$ cat src/rtl/jive_spi_master_if.sv
// p0/p1 I/O bus between the JiVe CPU and the SPI master: request in p0, registered reply in p1.
interface jive_spi_master_if;
    logic        csel;
    logic        rden;
    logic        wren;
    logic [1:0]  addr;
    logic [3:0]  bena;
    logic [31:0] wdata;
    logic [31:0] rdata;
    logic        dtack;

    modport master (output csel, rden, wren, addr, bena, wdata, input rdata, dtack);
    modport slave  (input csel, rden, wren, addr, bena, wdata, output rdata, dtack);
endinterface

$ cat src/rtl/jive_spi_master.sv
// Memory-mapped mode-0 SPI master: one byte per DATA write, MSB first, software-driven slave select.
module jive_spi_master #(
    parameter logic [7:0] CLK_DIV_RST = 8'd2
) (
    input  logic              clk,
    input  logic              rst_n,
    jive_spi_master_if.slave  bus,
    output logic              spi_ss_n,
    output logic              spi_sclk,
    output logic              spi_mosi,
    input  logic              spi_miso
);
    typedef enum logic [1:0] {IDLE, LEAD, TRAIL} state_t;

    state_t      state, state_nxt;
    logic [7:0]  cnt, clkdiv, tx_shift, rx_shift, rx_byte;
    logic [2:0]  bit_cnt;
    logic        busy, rx_valid, ovr;
    logic        rd, wr, data_wr, start, phase_end, rise, fall, done;
    logic [31:0] rd_mux;
    logic        unused_bits;

    assign rd        = bus.csel & bus.rden;
    assign wr        = bus.csel & bus.wren;
    assign data_wr   = wr & (bus.addr == 2'd0) & bus.bena[0];
    assign start     = data_wr & (state == IDLE);
    assign phase_end = (cnt == clkdiv);
    assign unused_bits = ^{bus.wdata[31:9], bus.bena[3:2]};

    always_comb begin
        state_nxt = state;
        rise      = 1'b0;
        fall      = 1'b0;
        done      = 1'b0;
        case (state)
            IDLE:  if (start) state_nxt = LEAD;
            LEAD:  if (phase_end) begin
                       rise      = 1'b1;
                       state_nxt = TRAIL;
                   end
            TRAIL: if (phase_end) begin
                       fall = 1'b1;
                       if (bit_cnt == 3'd7) begin
                           done      = 1'b1;
                           state_nxt = IDLE;
                       end else begin
                           state_nxt = LEAD;
                       end
                   end
            default: state_nxt = IDLE;
        endcase
    end

    always_comb begin
        rd_mux = 32'h0;
        case (bus.addr)
            2'd0: rd_mux = {24'h0, rx_byte};
            2'd1: rd_mux = {23'h0, ~spi_ss_n, 5'h0, ovr, rx_valid, busy};
            2'd2: rd_mux = {24'h0, clkdiv};
            default: rd_mux = 32'h0;
        endcase
    end

    always_ff @(posedge clk) begin
        if (!rst_n) state <= IDLE;
        else        state <= state_nxt;
    end

    always_ff @(posedge clk) begin
        if (!rst_n) begin
            cnt       <= 8'h0;
            clkdiv    <= CLK_DIV_RST;
            tx_shift  <= 8'h0;
            rx_shift  <= 8'h0;
            rx_byte   <= 8'h0;
            bit_cnt   <= 3'd0;
            busy      <= 1'b0;
            rx_valid  <= 1'b0;
            ovr       <= 1'b0;
            spi_ss_n  <= 1'b1;
            spi_sclk  <= 1'b0;
            spi_mosi  <= 1'b0;
            bus.dtack <= 1'b0;
            bus.rdata <= 32'h0;
        end else begin
            // Counter restarts at every half-period boundary and stays cleared while idle.
            if (state == IDLE || phase_end) cnt <= 8'h0;
            else                            cnt <= cnt + 8'd1;

            if (start) begin
                tx_shift <= bus.wdata[7:0];
                spi_mosi <= bus.wdata[7];
                bit_cnt  <= 3'd0;
                busy     <= 1'b1;
            end
            if (rise) begin
                spi_sclk <= 1'b1;
                rx_shift <= {rx_shift[6:0], spi_miso};
            end
            if (fall) begin
                spi_sclk <= 1'b0;
                bit_cnt  <= bit_cnt + 3'd1;
                tx_shift <= {tx_shift[6:0], 1'b0};
                if (!done) spi_mosi <= tx_shift[6];
            end
            if (done) begin
                busy    <= 1'b0;
                rx_byte <= rx_shift;
            end

            // Completion wins over a same-cycle DATA read so the fresh byte is not lost.
            if (done)                            rx_valid <= 1'b1;
            else if (rd && bus.addr == 2'd0)     rx_valid <= 1'b0;

            if (data_wr && busy)                 ovr <= 1'b1;
            else if (wr && bus.addr == 2'd1 && bus.bena[0] && bus.wdata[2]) ovr <= 1'b0;

            if (wr && bus.addr == 2'd1 && bus.bena[1]) spi_ss_n <= ~bus.wdata[8];
            if (wr && bus.addr == 2'd2 && bus.bena[0] && !busy) clkdiv <= bus.wdata[7:0];

            bus.dtack <= bus.csel & (bus.rden | bus.wren);
            bus.rdata <= rd ? rd_mux : 32'h0;
        end
    end
endmodule

$ cat src/flat_wrapper.sv
// flat-port wrapper written by rule: the top's interface ports become plain ports
module jive_spi_master_flat 
#(
    parameter logic [7:0] CLK_DIV_RST = 8'd2
)
  (clk, rst_n, spi_ss_n, spi_sclk, spi_mosi, spi_miso, bus_csel, bus_rden, bus_wren, bus_addr, bus_bena, bus_wdata, bus_rdata, bus_dtack);
  jive_spi_master_if bus_i ();
  input  logic clk;
  input  logic rst_n;
  output logic spi_ss_n;
  output logic spi_sclk;
  output logic spi_mosi;
  input  logic spi_miso;
  input wire logic [$bits(bus_i.csel)-1:0] bus_csel;
  input wire logic [$bits(bus_i.rden)-1:0] bus_rden;
  input wire logic [$bits(bus_i.wren)-1:0] bus_wren;
  input wire logic [$bits(bus_i.addr)-1:0] bus_addr;
  input wire logic [$bits(bus_i.bena)-1:0] bus_bena;
  input wire logic [$bits(bus_i.wdata)-1:0] bus_wdata;
  output wire logic [$bits(bus_i.rdata)-1:0] bus_rdata;
  output wire logic [$bits(bus_i.dtack)-1:0] bus_dtack;
  assign bus_i.csel = bus_csel;
  assign bus_i.rden = bus_rden;
  assign bus_i.wren = bus_wren;
  assign bus_i.addr = bus_addr;
  assign bus_i.bena = bus_bena;
  assign bus_i.wdata = bus_wdata;
  assign bus_rdata = bus_i.rdata;
  assign bus_dtack = bus_i.dtack;
  jive_spi_master #(.CLK_DIV_RST(CLK_DIV_RST)) u_core (.clk(clk), .rst_n(rst_n), .bus(bus_i), .spi_ss_n(spi_ss_n), .spi_sclk(spi_sclk), .spi_mosi(spi_mosi), .spi_miso(spi_miso));
endmodule
$ cat config.mk
export PLATFORM = sky130hd
export DESIGN_NAME = jive_spi_master_flat
export DESIGN_NICKNAME = d
export VERILOG_FILES = /design/src/rtl/jive_spi_master_if.sv /design/src/rtl/jive_spi_master.sv /design/src/flat_wrapper.sv
export SDC_FILE = /design/constraint.sdc
export NUM_CORES = 1
export LEC_CHECK = 0
export ABC_CLOCK_PERIOD_IN_PS = 3000
export CAP_MARGIN = 30
export CORE_UTILIZATION = 50
export DETAILED_ROUTE_END_ITERATION = 8
export HOLD_SLACK_MARGIN = 0.12
export PLACE_DENSITY_LB_ADDON = 0.25
export SLEW_MARGIN = 20
export SYNTH_ARGS = -nofsm -noshare
export SYNTH_HDL_FRONTEND = slang
export SYNTH_SLANG_ARGS = --single-unit
export TNS_END_PERCENT = 1
$ cat constraint.sdc
create_clock -name clk -period 3 [get_ports clk]
set_clock_uncertainty 0.1 [all_clocks]
set_input_delay 0.75 -clock clk [delete_from_list [all_inputs] [get_ports clk]]
set_output_delay 0.75 -clock clk [all_outputs]
set_load 0.05 [all_outputs]
# ---- Word level (Yosys, flattened, before mapping)
# Index checks and enable logic that the tools add are counted.
dict set report word_totals {
  regBits 83
  in_bits 44
  output_inout_bits 36
  word_cells 81
}
dict set report classes {
  add_sub_neg 2
  eq_ne 9
  mux 23
  bitwise_logic 10
  reduce_logical 21
}
# cell n
set ops {}
lappend ops {{$pmux 9 s3} 1}
lappend ops {{$mux 1} 14}
lappend ops {{$mux 7} 2}
lappend ops {{$logic_and 1x1->1} 9}
lappend ops {{$add 8x1->8 const B} 1}
lappend ops {{$eq 8x8->1} 1}
lappend ops {{$and 1x1->1} 6}
lappend ops {{$mux 2} 3}
lappend ops {{$mux 3} 2}
lappend ops {{$ne 2x1->1 const B} 3}
lappend ops {{$pmux 2 s3} 1}
lappend ops {{$reduce_bool 2->1} 3}
lappend ops {{$reduce_or 2->1} 3}
lappend ops {{$eq 2x1->1 const B} 2}
lappend ops {{$eq 2x2->1 const B} 2}
lappend ops {{$logic_not 2->1} 2}
lappend ops {{$add 3x1->3 const B} 1}
lappend ops {{$eq 3x3->1 const B} 1}
lappend ops {{$not 1->1} 3}
lappend ops {{$reduce_and 3->1} 1}
lappend ops {{$reduce_and 2->1} 1}
lappend ops {{$logic_not 1->1} 1}
lappend ops {{$logic_or 1x1->1} 1}
lappend ops {{$or 1x1->1} 1}

# ---- Logic depth before layout (Yosys ltp)
dict set report depth {
  depth_word 7
  ltp_mapped 6
  depth_no_buf 6
}

# ---- Worst setup path after synthesis
# Ideal clock, no wire load.
dict set report synth_path {
  path_type {in2reg}
  startpoint {input port bus_addr[0]}
  endpoint {register u_core.clkdiv[1]}
  setup_time_ps 129
  arrival_time_ps 1703
  required_ps 2771
  slack_ps 1067
  stages 5
  path_buffers 1
  path_cell_list {buf_2 -> nor2b_1 -> nand4_2 -> mux2i_1 -> nand2_1}
}
dict set report synth_between {
  elab_chain_len 4
}
# element line_no
set synth_lines {}
lappend synth_lines {{from (decl)} flat_wrapper.sv:17} ;# input wire logic [$bits(bus_i.addr)-1:0] bus_addr;
lappend synth_lines {{$eq 2x2->1} jive_spi_master.sv:119} ;# if (wr && bus.addr == 2'd2 && bus.bena[0] && !busy) clkdiv <= bus.wdata[7:0];
lappend synth_lines {{$logic_and 1x1->1 (3 in series)} jive_spi_master.sv:119}
lappend synth_lines {{to (signal assigned)} jive_spi_master.sv:119}
lappend synth_lines {{to (decl)} jive_spi_master.sv:16} ;# logic [7:0] cnt, clkdiv, tx_shift, rx_shift, rx_byte;
# Every way passes these cells.
# A chain may end at the register's enable or synchronous reset.

# ---- Worst setup path after layout
dict set report layout_path {
  startpoint {register u_core.spi_ss_n}
  endpoint {output port spi_ss_n}
}
# element line_no
set layout_lines {}
lappend layout_lines {{from (decl)} jive_spi_master.sv:8} ;# output logic spi_ss_n,
lappend layout_lines {{from (signal assigned)} jive_spi_master.sv:118} ;# if (wr && bus.addr == 2'd1 && bus.bena[1]) spi_ss_n <= ~bus.wdata[8];
lappend layout_lines {{to (decl)} flat_wrapper.sv:10} ;# output logic spi_ss_n;
# No word-level cell between the ends.

==> results.toml <==
[critical_path]
setup.worst_path.class = "flip-flop to output port"
cp.required_ps = 2150
cp_max_fo = 3
path_cells = "clkdlybuf4s50_1"
start_kind = "flip-flop"
critPathSlowestCell = "clkdlybuf4s50_1"
critical_path.top_delay_family = "buffers and inverters"
arrival_ps = 1500
slowest_delay_ps = 810
path_buf_inv = 1
endpoint_kind = "output port"

[detailed_routing]
drt_pre_antenna_iters = 4
vias_per_cell = 5.064
postRouteAntennaNets = 0
remaining_drc_errors = 0
drt_iter0_markers = 75
post_drt_wl_per_cell_microns = 13.14
drt-total-wl_microns = 5097
dr_total_vias = 1965

[clock_tree]
clock_sinks = 60
postCtsSetupBuffers = 0
ctsResizeCount = 0
cts_root_buffer = "clkbuf_8"
worstSkewPairLatency_ps = 340
clk_pin_slew_ps = 60
clk_path_buf_depth = 2
cts_tree = "yes"
hold_buffers = 0
h-tree-depth = 3
numCtsBuffers = 9

[timing]
totalNegativeSetupSlack_ps = 0
final-max-slew-violation-count = 0
min_period_over_period = 0.7821
slew-limit-headroom = 0.6622
setup_viol = 0
hold_viol = 0
rsz0062_at_grt = "no"
setup_slack_ps = 653.7
max_slew.worst_pin.slew_ps = 505.1
min_period_ps = 2346
fmax_mhz = 426.2

[final_layout]
nets = 360
mostFrequentLayoutCell = "dfxtp_1"
nFillCells = 447
diodes = 0
drive_gt1_frac = 0.09748
area_delta_synth_final_pct = 20.70
final_cell_mix = "dfxtp_1 (60), mux2i_1 (41), clkdlybuf4s50_1 (31), nor2_1 (28), nand2_1 (26)"

[global_route]
grt_use_total = 0.2034
grt_pass1_vias = 1712
grt_max_degree = 21
grt_overflow = 0
grt_pass1_wl_microns = 8114
antenna_found_initial = 0

[power_and_ir_drop]
leakagePower_nw = 1.330
ir_worst_vdd_uv = 299.4
power.density_nw_per_um2 = 556.6

[floorplanning]
die_w_microns = 75.18
num_rows = 26
dieArea_sq_um = 5652
initial_utilization = 0.5209
coreArea_sq_um = 5140
die_y_microns = 75.18
num_io_pins = 80

[synthesis]
synth_xor_area_frac = 0.04860
synth_edf_count = 0
synth_compound_area_frac = 0.07757
ys_warn_count = 0
synthMuxAreaShare = 0.1617
synth-simple-area-share = 0.1519
synth-seq-cells = 60
yosys.area_share.adder = 0.01402
yosysTopAreaCell = "dfxtp_1"
yosysSeqAreaShare = 0.4486
synth.avg_cell_area_sq_um = 9.666
netlist_instances = 277
ys_types = 42
synth_top_area_share = 0.4486
async_reset_ff_frac = 0
syn_area_sq_um = 2678
synthTopCellsByArea = "dfxtp_1 (45%), mux2i_1 (15%), buf_4 (6.7%)"
synth_flop_cell = "dfxtp_1"
synth_top_family_by_area = "multiplexers"

[place]
port-buffer-count = 31
gp_congestion = 0.8223
place_ws_ps = 298.7
dp_hpwl_microns = 3669

[hold_path]
hp-class = "flip-flop to flip-flop"

[flow_run]
drv_cap = 0

[outcome]
status = "finished, final reports clean"
[area by class of cell]
cell class | count | area (sq um) | share of cell area
Timing Repair Buffer | 40 | 377.9 | 0.1169
Inverter | 4 | 15.01 | 0.004646
Multi-Input combinational cell | 198 | 1314 | 0.4065
Clock inverter | 3 | 67.56 | 0.02091
Clock buffer | 13 | 168.9 | 0.05226
Tap cell | 70 | 87.58 | 0.02710
Sequential cell | 60 | 1201 | 0.3717
[final timing paths]
check                                            to  depth (start not counted)       startpoint  slack, ps
worst max-delay path                       spi_ss_n                          1  u_core.spi_ss_n        650
worst min-delay path            u_core.bus.rdata[8]                          1  u_core.spi_ss_n        360
worst max register to register   u_core.tx_shift[0]                          4    u_core.cnt[0]        860
worst min register to register  u_core.bus.rdata[8]                          1  u_core.spi_ss_n        360
[cells in the mapped netlist, types with 4 or more instances]
cell	number
dfxtp_1	60
nand3_1	10
a21oi_1	12
xnor2_1	8
buf_2	5
clkbuf_1	6
o41ai_1	6
nand2_1	26
nor2_1	28
buf_4	24
inv_1	4
mux2i_1	41
xor2_1	5
[per-layer routing]
metal | vias to the layer above | track usage | wire length (microns)
li1 | 992 | - | -
met2 | 49 | 0.3103 | 2315
met5 | - | 0 | 0
met4 | 0 | 0.08025 | 73
met1 | 916 | 0.2566 | 2447
met3 | 8 | 0.08434 | 261
[logic make-up (layout without fill, tap and decap cells)]
family	Yosys count	count (layout)
other	1	23
DFF	60	60
AOI/OAI and AO/OA	29	29
xor gates and xnor gates	14	14
muxes	43	43
adders and majority gates	3	3
buffers and inverters	41	60
and+or+nand+nor	86	86
[where the power goes]
| group | switching (mW) | internal [mW] | total, mW | leakage (nW) |
|---|---|---|---|---|
| Combinational | 0.110 | 0.0434 | 0.153 | 0.730 |
| Clock | 0.304 | 0.536 | 0.840 | 0.116 |
| Sequential | 0.00393 | 0.802 | 0.806 | 0.484 |
[flip-flops by register name, indices dropped and copies added, names as in the netlist]
name / cells
u_core.state: 2
u_core.bit_cnt: 3
u_core.spi_mosi: 1
u_core.rx_valid: 1
u_core.bus.rdata: 9
u_core.spi_sclk: 1
u_core.cnt: 8
u_core.rx_byte: 8
u_core.tx_shift: 7
u_core.busy: 1
u_core.clkdiv: 8
u_core.ovr: 1
u_core.spi_ss_n: 1
u_core.bus.dtack: 1
u_core.rx_shift: 8
[stage by stage]
stage          std cells    util  hold WS (ps)  cell area, sq um  power [mW]
5_1_grt              388  0.6288         390.7              3232       1.868
2_1_floorplan        299       -         334.1              2760      0.9537
3_3_place_gp         372  0.5828         343.6              2995      0.9743
3_5_place_dp         372  0.5828         346.5              2995      0.9754
4_1_cts              388  0.6288         355.6              3232       1.815
6_report             388  0.6288         355.9              3232       1.799
Note: power is estimated with default switching activity, not from simulation.
